**config.mk**
```make
export PLATFORM = sky130hd
export DESIGN_NAME = prog_load_ctrl_flat
export DESIGN_NICKNAME = d
export VERILOG_FILES = /design/src/rtl/prog_load_ctrl_if.sv /design/src/rtl/prog_load_ctrl.sv /design/src/flat_wrapper.sv
export SDC_FILE = /design/constraint.sdc
export NUM_CORES = 1
export LEC_CHECK = 0
export CAP_MARGIN = 25
export CORE_MARGIN = 4
export CORE_UTILIZATION = 48
export DETAILED_ROUTE_END_ITERATION = 8
export HOLD_SLACK_MARGIN = 0.12
export PLACE_DENSITY_LB_ADDON = 0.15
export SLEW_MARGIN = 5
export SYNTH_ARGS = -nofsm -noshare
export SYNTH_HDL_FRONTEND = slang
export SYNTH_SLANG_ARGS = --single-unit
export TNS_END_PERCENT = 50
```
**constraint.sdc**
```tcl
create_clock -name clk -period 3 [get_ports clk]
set_clock_uncertainty 0.15 [all_clocks]
set_input_delay 0.45 -clock clk [delete_from_list [all_inputs] [get_ports clk]]
set_output_delay 0.45 -clock clk [all_outputs]
set_load 0.005 [all_outputs]
```
**src/rtl/prog_load_ctrl_if.sv**
```systemverilog
// Byte-stream loader bus: serial program bytes in, program-memory write port out.
interface prog_load_ctrl_if #(
  parameter int ADD_WIDTH = 8,
  parameter int WIDTH     = 32
);
  logic                 byte_valid;
  logic [7:0]           byte_data;
  logic                 byte_ready;
  logic                 mem_wen;
  logic [ADD_WIDTH-1:0] mem_addr;
  logic [WIDTH-1:0]     mem_wdata;

  modport master (
    input  byte_valid, byte_data,
    output byte_ready, mem_wen, mem_addr, mem_wdata
  );

  modport slave (
    output byte_valid, byte_data,
    input  byte_ready, mem_wen, mem_addr, mem_wdata
  );
endinterface

```
**src/rtl/prog_load_ctrl.sv**
```systemverilog
// Program loader: takes a word-count header and little-endian instruction bytes,
// writes whole words to program memory, then releases the CPU.
//
// state | meaning
// IDLE  | waiting for load_req, CPU held
// HDR   | waiting for the word-count byte
// LOAD  | assembling the four bytes of a word
// WRITE | one-cycle memory write strobe
// RUN   | program loaded, CPU released
// ERR   | load aborted by inter-byte timeout
module prog_load_ctrl #(
  parameter int ADD_WIDTH = 8,
  parameter int WIDTH     = 32,
  parameter int TIMEOUT   = 4095
) (
  input  logic              clk,
  input  logic              rst,
  input  logic              load_req,
  prog_load_ctrl_if.master  bus,
  output logic              cpu_run,
  output logic              busy,
  output logic              error
);
  localparam int TW = $clog2(TIMEOUT + 1);

  typedef enum logic [2:0] {IDLE, HDR, LOAD, WRITE, RUN, ERR} state_t;

  state_t               state, state_next;
  logic [ADD_WIDTH-1:0] word_idx, last_idx;
  logic [1:0]           byte_idx;
  logic [TW-1:0]        to_cnt;
  logic [WIDTH-1:0]     asm_word, next_word;
  logic                 accept, timeout_hit, hdr_entry;

  assign bus.byte_ready = (state == HDR) || (state == LOAD);
  assign bus.mem_wen    = (state == WRITE);
  assign cpu_run        = (state == RUN);
  assign busy           = (state == HDR) || (state == LOAD) || (state == WRITE);
  assign error          = (state == ERR);

  assign accept      = bus.byte_ready && bus.byte_valid;
  // an accepted byte on the would-be timeout cycle wins over the timeout
  assign timeout_hit = bus.byte_ready && !accept && (to_cnt >= TW'(TIMEOUT - 1));
  assign hdr_entry   = (state_next == HDR) && (state != HDR);

  always_comb begin
    next_word = asm_word;
    next_word[{byte_idx, 3'b000} +: 8] = bus.byte_data;
  end

  always_comb begin
    state_next = state;
    case (state)
      IDLE:  if (load_req) state_next = HDR;
      HDR: begin
        if (accept)           state_next = LOAD;
        else if (timeout_hit) state_next = ERR;
      end
      LOAD: begin
        if (accept && byte_idx == 2'd3) state_next = WRITE;
        else if (timeout_hit)           state_next = ERR;
      end
      WRITE: state_next = (word_idx == last_idx) ? RUN : LOAD;
      RUN:   if (load_req) state_next = HDR;
      ERR:   if (load_req) state_next = HDR;
      default: state_next = IDLE;
    endcase
  end

  always_ff @(posedge clk) begin
    if (!rst) begin
      state         <= IDLE;
      word_idx      <= '0;
      last_idx      <= '0;
      byte_idx      <= '0;
      to_cnt        <= '0;
      asm_word      <= '0;
      bus.mem_addr  <= '0;
      bus.mem_wdata <= '0;
    end else begin
      state <= state_next;

      if (hdr_entry) begin
        to_cnt   <= '0;
        word_idx <= '0;
        byte_idx <= '0;
        asm_word <= '0;
      end else if (bus.byte_ready) begin
        if (accept)                       to_cnt <= '0;
        else if (to_cnt != TW'(TIMEOUT))  to_cnt <= to_cnt + 1'b1;
      end

      // header value 0 wraps to all-ones, i.e. a full 2^ADD_WIDTH word load
      if (state == HDR && accept) last_idx <= ADD_WIDTH'(bus.byte_data) - 1'b1;

      if (state == LOAD && accept) begin
        asm_word <= next_word;
        byte_idx <= byte_idx + 1'b1;
        if (byte_idx == 2'd3) begin
          bus.mem_addr  <= word_idx;
          bus.mem_wdata <= next_word;
        end
      end

      if (state == WRITE && state_next == LOAD) word_idx <= word_idx + 1'b1;
    end
  end
endmodule
```
**src/flat_wrapper.sv**
```systemverilog
// flat-port wrapper written by rule: the top's interface ports become plain ports
module prog_load_ctrl_flat 
#(
  parameter int ADD_WIDTH = 8,
  parameter int WIDTH     = 32,
  parameter int TIMEOUT   = 4095
)
  (clk, rst, load_req, cpu_run, busy, error, bus_byte_valid, bus_byte_data, bus_byte_ready, bus_mem_wen, bus_mem_addr, bus_mem_wdata);
  prog_load_ctrl_if #(.ADD_WIDTH(ADD_WIDTH), .WIDTH(WIDTH)) bus_i ();
  input  logic clk;
  input  logic rst;
  input  logic load_req;
  output logic cpu_run;
  output logic busy;
  output logic error;
  input wire logic [$bits(bus_i.byte_valid)-1:0] bus_byte_valid;
  input wire logic [$bits(bus_i.byte_data)-1:0] bus_byte_data;
  output wire logic [$bits(bus_i.byte_ready)-1:0] bus_byte_ready;
  output wire logic [$bits(bus_i.mem_wen)-1:0] bus_mem_wen;
  output wire logic [$bits(bus_i.mem_addr)-1:0] bus_mem_addr;
  output wire logic [$bits(bus_i.mem_wdata)-1:0] bus_mem_wdata;
  assign bus_i.byte_valid = bus_byte_valid;
  assign bus_i.byte_data = bus_byte_data;
  assign bus_byte_ready = bus_i.byte_ready;
  assign bus_mem_wen = bus_i.mem_wen;
  assign bus_mem_addr = bus_i.mem_addr;
  assign bus_mem_wdata = bus_i.mem_wdata;
  prog_load_ctrl #(.ADD_WIDTH(ADD_WIDTH), .WIDTH(WIDTH), .TIMEOUT(TIMEOUT)) u_core (.clk(clk), .rst(rst), .load_req(load_req), .bus(bus_i), .cpu_run(cpu_run), .busy(busy), .error(error));
endmodule
```
==> metrics.csv <==
metric;value;unit
status;finished, final reports clean;
required;2.40;ns
gr-total-overflow;0;
die_w;107;µm
crit_fanout;13;
synth.distinct_cells;47;
synth_area;4710;µm²
min_from;u_core.bus.mem_wdata[30];
nNetsFinal;641;
detailed_place_hpwl;7840;µm
slew_headroom;0.502;
holdWs;0.308;ns
worstSetupStartpointType;flip-flop;
cts_resized;0;
grt_pass1_vias;4103;
syn_nets;608;
r2r_start;u_core.word_idx[4];
cts_max_level;3;
syn_inst;587;
clkSinkCount;97;
fillers;837;
crit_path_top_delay_cell;clkdlybuf4s50_1;
seq_area;1940;µm²
crit_path_end_kind;primary output;
arrival;2.07;ns
syn2layout_area_growth;18.2;%
fmax;0.375;GHz
vdd_drop_max;0.000230;V
clkLatencyLatePin;0.37;ns
hold_violations;0;
ys_seq_area_frac;0.412;
rows;35;
drt_iter0_markers;235;
dp.cells;738;
fin_setup_tns;0;ns
fin_util;0.592;
slowest_delay;0.58;ns
max-cap-violations;0;
startpoint;u_core.state[1];
vias;4352;
drc_errors;0;
setup_viol;0;
p_leak;1.85;nW
cts_hold_buf;0;
routabilityCongestion;0.856;
ys_seq_elements;97;
multi_input_area;2490;µm²
synth_area_per_cell;8.03;µm²
rsz0062_at_grt;no;
dieArea;11500;µm²
num_io_pins;57;
root_buffer;clkbuf_8;
drive_gt1_frac;0.0736;
grtUsageTotal;0.209;
max_slew.worst_pin.slew;0.747;ns
p_per_area;425;nW/µm²
power.total;2.37;mW
post-route-min-period;2.67;ns
cts_made_buffers;9;
drt_wl_total;11600;µm
antenna_found_initial;0;
post-cts-setup-buffers;0;
via_per_inst;5.77;
path_buf_inv;1;
critPathKind;flip-flop to primary output;
stdcell_count;754;
final_antenna_net_count;0;
port_buffers;56;
cts_tree;built;
maxSlewViolCount;0;
grt_max_degree;75;
start_util;0.501;
grt_pass1_wl;19700;µm
fin_crit_sh;0.890;
core;9420;µm²
clockBufferDepth;2;
cp_cell_sequence;xnor2_1 > nor2_1 > clkdlybuf4s50_1;
routedWlPerCell;15.4;µm
die_h;107;µm
path_delay_family;buffers and inverters;
diodes;0;
yosysWarnings;0;
hp-class;flip-flop to flip-flop;
drtPass1Iterations;6;
path_clk_slew;0.10;ns
-- worst min-delay path: cells and delay by family (launching register included) --
family	cells	cell delay (ns)
compound gates	1	0.05
flops	1	0.31
simple gates	1	0.05
-- state kept, by name (all words and copies together), names as in the netlist --
register              flops
u_core.word_idx           8
u_core.state              3
u_core.asm_word          24
u_core.byte_idx           2
u_core.bus.mem_wdata     32
u_core.to_cnt            12
u_core.bus.mem_addr       8
u_core.last_idx           8
-- cells in the final DEF, fill, tap and decap left out, drive strengths merged, types with 2 or more instances in the layout --
cell,count
a2111oi,3
a211oi,16
a21oi,64
a22oi,20
a31oi,27
and2,3
and3,4
buf,25
clkbuf,11
clkdlybuf4s50,56
clkinvlp,3
dfxtp,97
ha,9
inv,12
nand2,42
nand2b,5
nand3,15
nand4,30
nand4b,6
nor2,71
nor2b,27
nor3,15
nor4,3
nor4bb,2
o2111ai,4
o21ai,3
o311ai,5
o31ai,4
or3b,3
xnor2,6
xor2,19
-- per-layer routing --
layer / wire length, µm / global-route usage / vias to the layer above
met5: 0 / 0 / -
met4: 199 / 0.0703 / 0
met3: 525 / 0.0379 / 20
met2: 5640 / 0.336 / 115
met1: 5250 / 0.281 / 2048
li1: - / - / 2169
-- report_power, final --
part           total, mW  switching, mW  internal, mW
combinational      0.256          0.164        0.0923
clock              0.793          0.464         0.329
sequential          1.32         0.0179          1.30
-- synth_stat cells, drive strengths merged --
cell type / count / area, µm²
dfxtp: 97 / 1940
nor2: 71 / 267
a21oi: 64 / 320
nand2: 42 / 158
clkbuf: 41 / 155
nand4: 30 / 188
a31oi: 27 / 169
nor2b: 27 / 169
a22oi: 20 / 150
xor2: 19 / 166
buf: 18 / 92.6
a211oi: 16 / 120
nand3: 15 / 75.1
nor3: 15 / 75.1
inv: 11 / 41.3
ha: 9 / 113
nand4b: 6 / 52.6
xnor2: 6 / 52.6
nand2b: 5 / 31.3
o311ai: 5 / 43.8
and3: 4 / 25.0
o2111ai: 4 / 35.0
o31ai: 4 / 30.0
a2111oi: 3 / 26.3
and2: 3 / 18.8
nor4: 3 / 18.8
o21ai: 3 / 15.0
or3b: 3 / 26.3
nor4bb: 2 / 20.0
a2111o: 1 / 11.3
a41oi: 1 / 8.76
and4: 1 / 8.76
and4b: 1 / 10.0
nand3b: 1 / 7.51
nand4bb: 1 / 11.3
nor4b: 1 / 8.76
o211ai: 1 / 7.51
o21a: 1 / 7.51
o22a: 1 / 8.76
o22ai: 1 / 6.26
or2: 1 / 6.26
or3: 1 / 6.26
or4b: 1 / 10.0
-- worst paths after layout --
path,end,slack (ns),depth (start not counted)
max,bus_byte_ready,0.33,3
min,u_core.bus.mem_wdata[30],0.31,2
max reg2reg,u_core.word_idx[3],0.50,7
min reg2reg,u_core.bus.mem_wdata[30],0.31,2
-- kinds of logic after synthesis --
logic type      after synthesis  synth area share
simple gates                234             0.253
xor+xnor                     25            0.0464
flops                        97             0.412
fa+ha+maj                     9            0.0239
buf+inv                      70            0.0613
compound gates              152             0.204
-- area by class of cell --
cell class                 count  area share
timing repair buffer          81       0.137
clock inverter                 5     0.00718
multi-input combinational    420       0.446
clock buffer                  11      0.0254
tap                          129      0.0290
sequential                    97       0.348
inverter                      11     0.00741
-- metrics by stage --
stage / cell area, µm² / worst slack, ns
finish: 5570 / 0.331
global route: 5570 / 0.111
CTS: 5570 / 0.326
detailed placement: 5390 / 0.177
global placement: 5390 / 0.250
floorplan: 4710 / 0.818
Power figures use the tool's default switching activity.
